### config.mk
export PLATFORM = sky130hd
export DESIGN_NAME = uc_gerencia_frame
export DESIGN_NICKNAME = d
export VERILOG_FILES = /design/src/rtl/uc_gerencia_frame.sv
export SDC_FILE = /design/constraint.sdc
export NUM_CORES = 1
export LEC_CHECK = 0
export CELL_PAD_IN_SITES_DETAIL_PLACEMENT = 2
export CELL_PAD_IN_SITES_GLOBAL_PLACEMENT = 2
export CORE_AREA = 2 2 53 55
export DETAILED_ROUTE_END_ITERATION = 10
export DIE_AREA = 0 0 55 57
export DONT_BUFFER_PORTS = 1
export PLACE_DENSITY = 0.77
export SYNTH_ARGS = -nofsm -noshare
export SYNTH_HDL_FRONTEND = slang
export SYNTH_SLANG_ARGS = --single-unit
### constraint.sdc
create_clock -name clock -period 2 [get_ports clock]
set_input_delay 0.2 -clock clock [delete_from_list [all_inputs] [get_ports clock]]
set_output_delay 0.2 -clock clock [all_outputs]
set_load 0.05 [all_outputs]
### src/rtl/uc_gerencia_frame.sv
// Frame-level control unit: once per frame it sequences shot movement, asteroid movement and
// the shot/asteroid comparison, and accumulates the score. Optional timeout: UC_GERENCIA_FRAME_TIMEOUT_EN.
module uc_gerencia_frame #(
    parameter int TIMEOUT_CICLOS = 1023,
    parameter int LARGURA_PONTOS = 8
) (
    input  logic                      clock,
    input  logic                      reset,
    input  logic                      iniciar,
    input  logic                      tick_frame,
    input  logic                      fim_movimenta_tiros,
    input  logic                      fim_movimenta_asteroides,
    input  logic                      s_fim_comparacao,
    input  logic                      asteroide_destruido,
    output logic                      movimenta_tiros,
    output logic                      movimenta_asteroides,
    output logic                      compara_tiros_e_asteroides,
    output logic                      fim_frame,
    output logic [LARGURA_PONTOS-1:0] pontuacao,
    output logic                      sobrecarga,
    output logic                      erro_timeout,
    output logic [4:0]                db_estado_gerencia_frame
);

    // Handshake: each sub-FSM gets a one-cycle start pulse from an inicia_* state; its done
    // pulse is only honoured in the matching espera_* state and is ignored anywhere else.
    typedef enum logic [4:0] {
        INICIO            = 5'h00,
        ESPERA_INICIO     = 5'h01,
        ESPERA_FRAME      = 5'h02,
        INICIA_TIROS      = 5'h03,
        ESPERA_TIROS      = 5'h04,
        INICIA_ASTEROIDES = 5'h05,
        ESPERA_ASTEROIDES = 5'h06,
        INICIA_COMPARACAO = 5'h07,
        ESPERA_COMPARACAO = 5'h08,
        FIM_FRAME         = 5'h09,
        ERRO              = 5'h0F
    } estado_t;

    estado_t                   estado;
    estado_t                   proximo;
    logic                      pendente;
    logic                      sobrecarga_r;
    logic                      asd_anterior;
    logic                      borda_destruido;
    logic                      inicia_jogo;
    logic                      tick_ocupado;
    logic                      tick_perdido;
    logic                      tempo_esgotado;
    logic [LARGURA_PONTOS-1:0] pontos;

    assign inicia_jogo     = (estado == ESPERA_INICIO) && iniciar;
    assign borda_destruido = asteroide_destruido && !asd_anterior;

    // A tick that arrives while a frame is busy is queued; a second one is lost.
    assign tick_ocupado = tick_frame &&
                          !(estado inside {ESPERA_FRAME, ESPERA_INICIO, ERRO});
    assign tick_perdido = tick_frame && pendente &&
                          !(estado inside {ESPERA_INICIO, ERRO});

`ifdef UC_GERENCIA_FRAME_TIMEOUT_EN
    localparam int LARGURA_CONT = (TIMEOUT_CICLOS < 2) ? 1 : $clog2(TIMEOUT_CICLOS + 1);
    localparam logic [LARGURA_CONT-1:0] LIMITE_MENOS_UM = LARGURA_CONT'(TIMEOUT_CICLOS - 1);

    logic [LARGURA_CONT-1:0] contador;
    logic                    em_espera;
    logic                    erro_r;

    assign em_espera = estado inside {ESPERA_TIROS, ESPERA_ASTEROIDES, ESPERA_COMPARACAO};
    // The count reaches the limit at the end of this cycle; a done in the same cycle wins.
    assign tempo_esgotado = em_espera && (contador == LIMITE_MENOS_UM);

    always_ff @(posedge clock) begin
        if (reset) begin
            contador <= '0;
        end else if (em_espera) begin
            contador <= contador + LARGURA_CONT'(1);
        end else begin
            contador <= '0;
        end
    end

    always_ff @(posedge clock) begin
        if (reset) begin
            erro_r <= 1'b0;
        end else if (proximo == ERRO) begin
            erro_r <= 1'b1;
        end
    end

    assign erro_timeout = erro_r;
`else
    assign tempo_esgotado = 1'b0;
    assign erro_timeout   = 1'b0;
`endif

    always_ff @(posedge clock) begin
        if (reset) begin
            estado <= INICIO;
        end else begin
            estado <= proximo;
        end
    end

    always_comb begin
        proximo = estado;
        case (estado)
            INICIO:            proximo = ESPERA_INICIO;
            ESPERA_INICIO:     if (iniciar) proximo = ESPERA_FRAME;
            ESPERA_FRAME:      if (tick_frame || pendente) proximo = INICIA_TIROS;
            INICIA_TIROS:      proximo = ESPERA_TIROS;
            ESPERA_TIROS: begin
                if (fim_movimenta_tiros)  proximo = INICIA_ASTEROIDES;
                else if (tempo_esgotado)  proximo = ERRO;
            end
            INICIA_ASTEROIDES: proximo = ESPERA_ASTEROIDES;
            ESPERA_ASTEROIDES: begin
                if (fim_movimenta_asteroides) proximo = INICIA_COMPARACAO;
                else if (tempo_esgotado)      proximo = ERRO;
            end
            INICIA_COMPARACAO: proximo = ESPERA_COMPARACAO;
            ESPERA_COMPARACAO: begin
                if (s_fim_comparacao)     proximo = FIM_FRAME;
                else if (tempo_esgotado)  proximo = ERRO;
            end
            FIM_FRAME:         proximo = ESPERA_FRAME;
            ERRO:              proximo = ERRO;
            default:           proximo = INICIO;
        endcase
    end

    always_comb begin
        movimenta_tiros            = 1'b0;
        movimenta_asteroides       = 1'b0;
        compara_tiros_e_asteroides = 1'b0;
        fim_frame                  = 1'b0;
        db_estado_gerencia_frame   = estado;
        case (estado)
            INICIA_TIROS:      movimenta_tiros            = 1'b1;
            INICIA_ASTEROIDES: movimenta_asteroides       = 1'b1;
            INICIA_COMPARACAO: compara_tiros_e_asteroides = 1'b1;
            FIM_FRAME:         fim_frame                  = 1'b1;
            default: ;
        endcase
    end

    // In espera_frame the queued tick is always consumed, since it forces the transition.
    always_ff @(posedge clock) begin
        if (reset) begin
            pendente <= 1'b0;
        end else if (inicia_jogo || (estado == ESPERA_FRAME)) begin
            pendente <= 1'b0;
        end else if (tick_ocupado) begin
            pendente <= 1'b1;
        end
    end

    always_ff @(posedge clock) begin
        if (reset) begin
            sobrecarga_r <= 1'b0;
        end else if (inicia_jogo) begin
            sobrecarga_r <= 1'b0;
        end else if (tick_perdido) begin
            sobrecarga_r <= 1'b1;
        end
    end

    always_ff @(posedge clock) begin
        if (reset) begin
            asd_anterior <= 1'b0;
        end else begin
            asd_anterior <= asteroide_destruido;
        end
    end

    // Score counts each destruction once (rising edge) and saturates instead of wrapping.
    always_ff @(posedge clock) begin
        if (reset) begin
            pontos <= '0;
        end else if (inicia_jogo) begin
            pontos <= '0;
        end else if (borda_destruido && (estado == ESPERA_COMPARACAO) && (pontos != '1)) begin
            pontos <= pontos + LARGURA_PONTOS'(1);
        end
    end

    assign pontuacao  = pontos;
    assign sobrecarga = sobrecarga_r;

endmodule

==> run metrics <==
run status complete, no violations; via/cell ratio 5.609; vias in the first global route about 870; RSZ-0062 raised after global routing no; core box area about 0.0026 mm^2; fin worst setup slack approximately 0.069 ns; final std cells w/o fill 151; Max Clk Rate 517.8 MHz; WHS 0.04277 ns; Combinational Power Share 0.436; Root Driver clkbuf_4; sequential fraction of the synthesis area 0.3664; hold violation count in the final report 0; diode count 0; sw power between 400 and 500 uW; grt total ovfl 0; Post-Synth XOR/XNOR Area 0.04275; post-synth top area share 0.3664; DP HPWL 1823 um; Synthesis Warnings 0; leakage power just over 0.0004 uW; Total GRT Usage 0.1696; fraction of layout cells with a size suffix above 1 0.3083; CTS tree yes; CTS Sinks 15; pin count of the biggest net entering global routing 15; Tmin final between 1.5 and 2 ns; Cell Rows 19; post-synthesis async set-or-reset flop share 0; Max VDD drop around 450 uV; sequential power share 0.398; crit path kind reg -> reg; routed via count around 850; Critical Path RT ~2.2 ns; Max Slew Vio Count 0; #FFs+latches synth 15; crit path DAT between 2 and 2.5 ns; compound-gate portion of the synthesized area 0.1481; first-pass GRT wire length 3926 um; Die ar. around 0.0031 mm^2; Routed wire per std cell 16.90 um; die width 55 um; # setup viols final 0; Max Cap Viol 0; total routed wirelength around 2600 um; CP Launch Type flop; post-synthesis instance total 99; Net Sw Frac 0.4338; synth top area cells dfxtp_1 (37%), nor2_1 (5.0%), a21oi_1 (3.7%); Post-Synth Adder-Cell Area 0.01527; HP Class in -> reg; Clock power frac 0.166; CTS Buffer Depth 2; DR iter-0 viols 7; cell area after synthesis between 800 and 900 um^2; Worst Path Max Fanout 7; TritonCTS Buffers 3; slew margin rel. 0.5199; most common flop cell mapped by yosys dfxtp_1; GP Congestion 0.7161; Final Cycle Share 0.9656; commonest non-fill, non-tap cell in the layout buf_4; setup TNS 0 ns; PD cells roughly 990 mW/mm^2; clock-pin slew on the worst setup and hold paths roughly 0.090 ns; Layout area overhead 29.16%; Finished Core Util 0.4048; post-synth top area cell dfxtp_1; Post-synth EDFFs 0; starting density of the core 0.3134; Avg Inst Size Synth 8.278 um^2; most frequent cells in the layout buf_4 (22), nor2_1 (11), dfxtp_1 (11), a21oi_1 (6); I/O Buffers 0; DRT Pass-1 Iters 4; NumNets Final 130; mux cell area share after synthesis 0.03817; clk_lat worst skew around 0.28 ns; Antenna Nets Post-Route 0; Slew @ Worst Pin between 0.7 and 0.8 ns; DRC 0; Cell variety after synth 35; H-Tree Depth 1; worst clock skew 0.002001 ns; IO Count 27; Synth Area in Simple Gates 0.3237; Crit. End Element flop; combinational family with the most area after synthesis simple AND/OR/NAND/NOR gates; pre-CTS setup slack -0.004332 ns; Die H about 57 um; Inst Count DP 141; initial antenna violation count 0; internal power component a little under 600 uW
==> stage by stage <==
stage          instance area [um^2]  power (uW)
6_report                       1059        1051
5_1_grt                        1059        1118
4_1_cts                        1030        1013
3_5_place_dp                  967.2       821.2
3_3_place_gp                  967.2       799.3
2_1_floorplan                 843.3       728.2
==> cells by family after synthesis <==
group | Yosys count
XOR/XNOR | 4
AND/OR/NAND/NOR | 46
adder cells (fa/ha/maj) | 1
other | 1
flip-flops | 15
buffers and inverters | 9
multiplexers | 3
AO/OA/AOI/OAI | 20
==> power by group through the flow <==
| stage | combinational, uW | sequential [uW] | clock (uW) |
|---|---|---|---|
| floorplan | 263 | 465 | 0 |
| global placement | 376 | 423 | 0 |
| detailed placement | 392 | 430 | 0 |
| CTS | 399 | 425 | 189 |
| global route | 495 | 425 | 198 |
| finish | 458 | 418 | 175 |
==> critical path, cell delays in order, from the launching register on <==
cell and delay (ns):
dfxtp_4 0.38, or4b_4 0.21, nor3_1 0.06, or4_4 0.56, or4b_1 0.47, a31oi_1 0.18
==> synthesized netlist by cell type (2+ instances only) <==
cell type	n
xor2_1	2
nor3_1	5
clkbuf_1	2
nand3_1	5
or4b_1	2
o21a_1	2
dfxtp_1	15
nor3b_1	3
xnor2_1	2
o21ai_0	5
nand2_1	4
a31oi_1	3
nor2b_1	3
mux2i_1	2
nor2_1	11
inv_1	2
nor4b_1	2
buf_4	4
a21oi_1	6
nand2b_1	2
or3_1	3
==> repair_timing <==
action,in CTS,in global routing
resized for setup,1,5
hold endpoints to repair,4,0
pin swaps,0,1
gates cloned,0,0
hold buffers,1,0
buffers inserted,3,2
setup endpoints to repair,1,1
==> area by class of cell <==
| class | count | area, um^2 |
|---|---|---|
| multi-input cells | 76 | 494.2 |
| fillers | 315 | 1556 |
| well taps | 31 | 38.79 |
| inverters | 2 | 7.507 |
| clock buffers | 3 | 22.52 |
| clock inverters | 1 | 5.005 |
| repair buffers | 23 | 175.2 |
| flip-flops and latches | 15 | 315.3 |
==> worst paths after layout <==
kind / start / to / slack [ns] / depth (start not counted)
worst min-delay path: asteroide_destruido / asd_anterior$_SDFF_PP0_ / 0.04 / 1
worst min register to register: pendente$_SDFFE_PP0P_ / pendente$_SDFFE_PP0P_ / 0.54 / 2
worst max register to register: db_estado_gerencia_frame[1]$_SDFFE_PP0P_ / db_estado_gerencia_frame[1]$_SDFFE_PP0P_ / 0.07 / 5
worst max-delay path: db_estado_gerencia_frame[1]$_SDFFE_PP0P_ / db_estado_gerencia_frame[1]$_SDFFE_PP0P_ / 0.07 / 5
==> flip-flops by register name, indices dropped and copies added, names as in the netlist <==
name and count:
pontuacao 8, db_estado_gerencia_frame 4, asd_anterior 1, pendente 1, sobrecarga 1
==> layer usage <==
| metal | track usage | wire length [um] | vias up |
|---|---|---|---|
| met2 | 0.2993 | 1356 | 30 |
| met1 | 0.2029 | 1016 | 414 |
| met3 | 0.02094 | 154 | 4 |
| li1 | - | - | 399 |
| met4 | 0.06272 | 25 | 0 |
| met5 | 0 | 0 | - |
(Power assumes the default switching activity.)
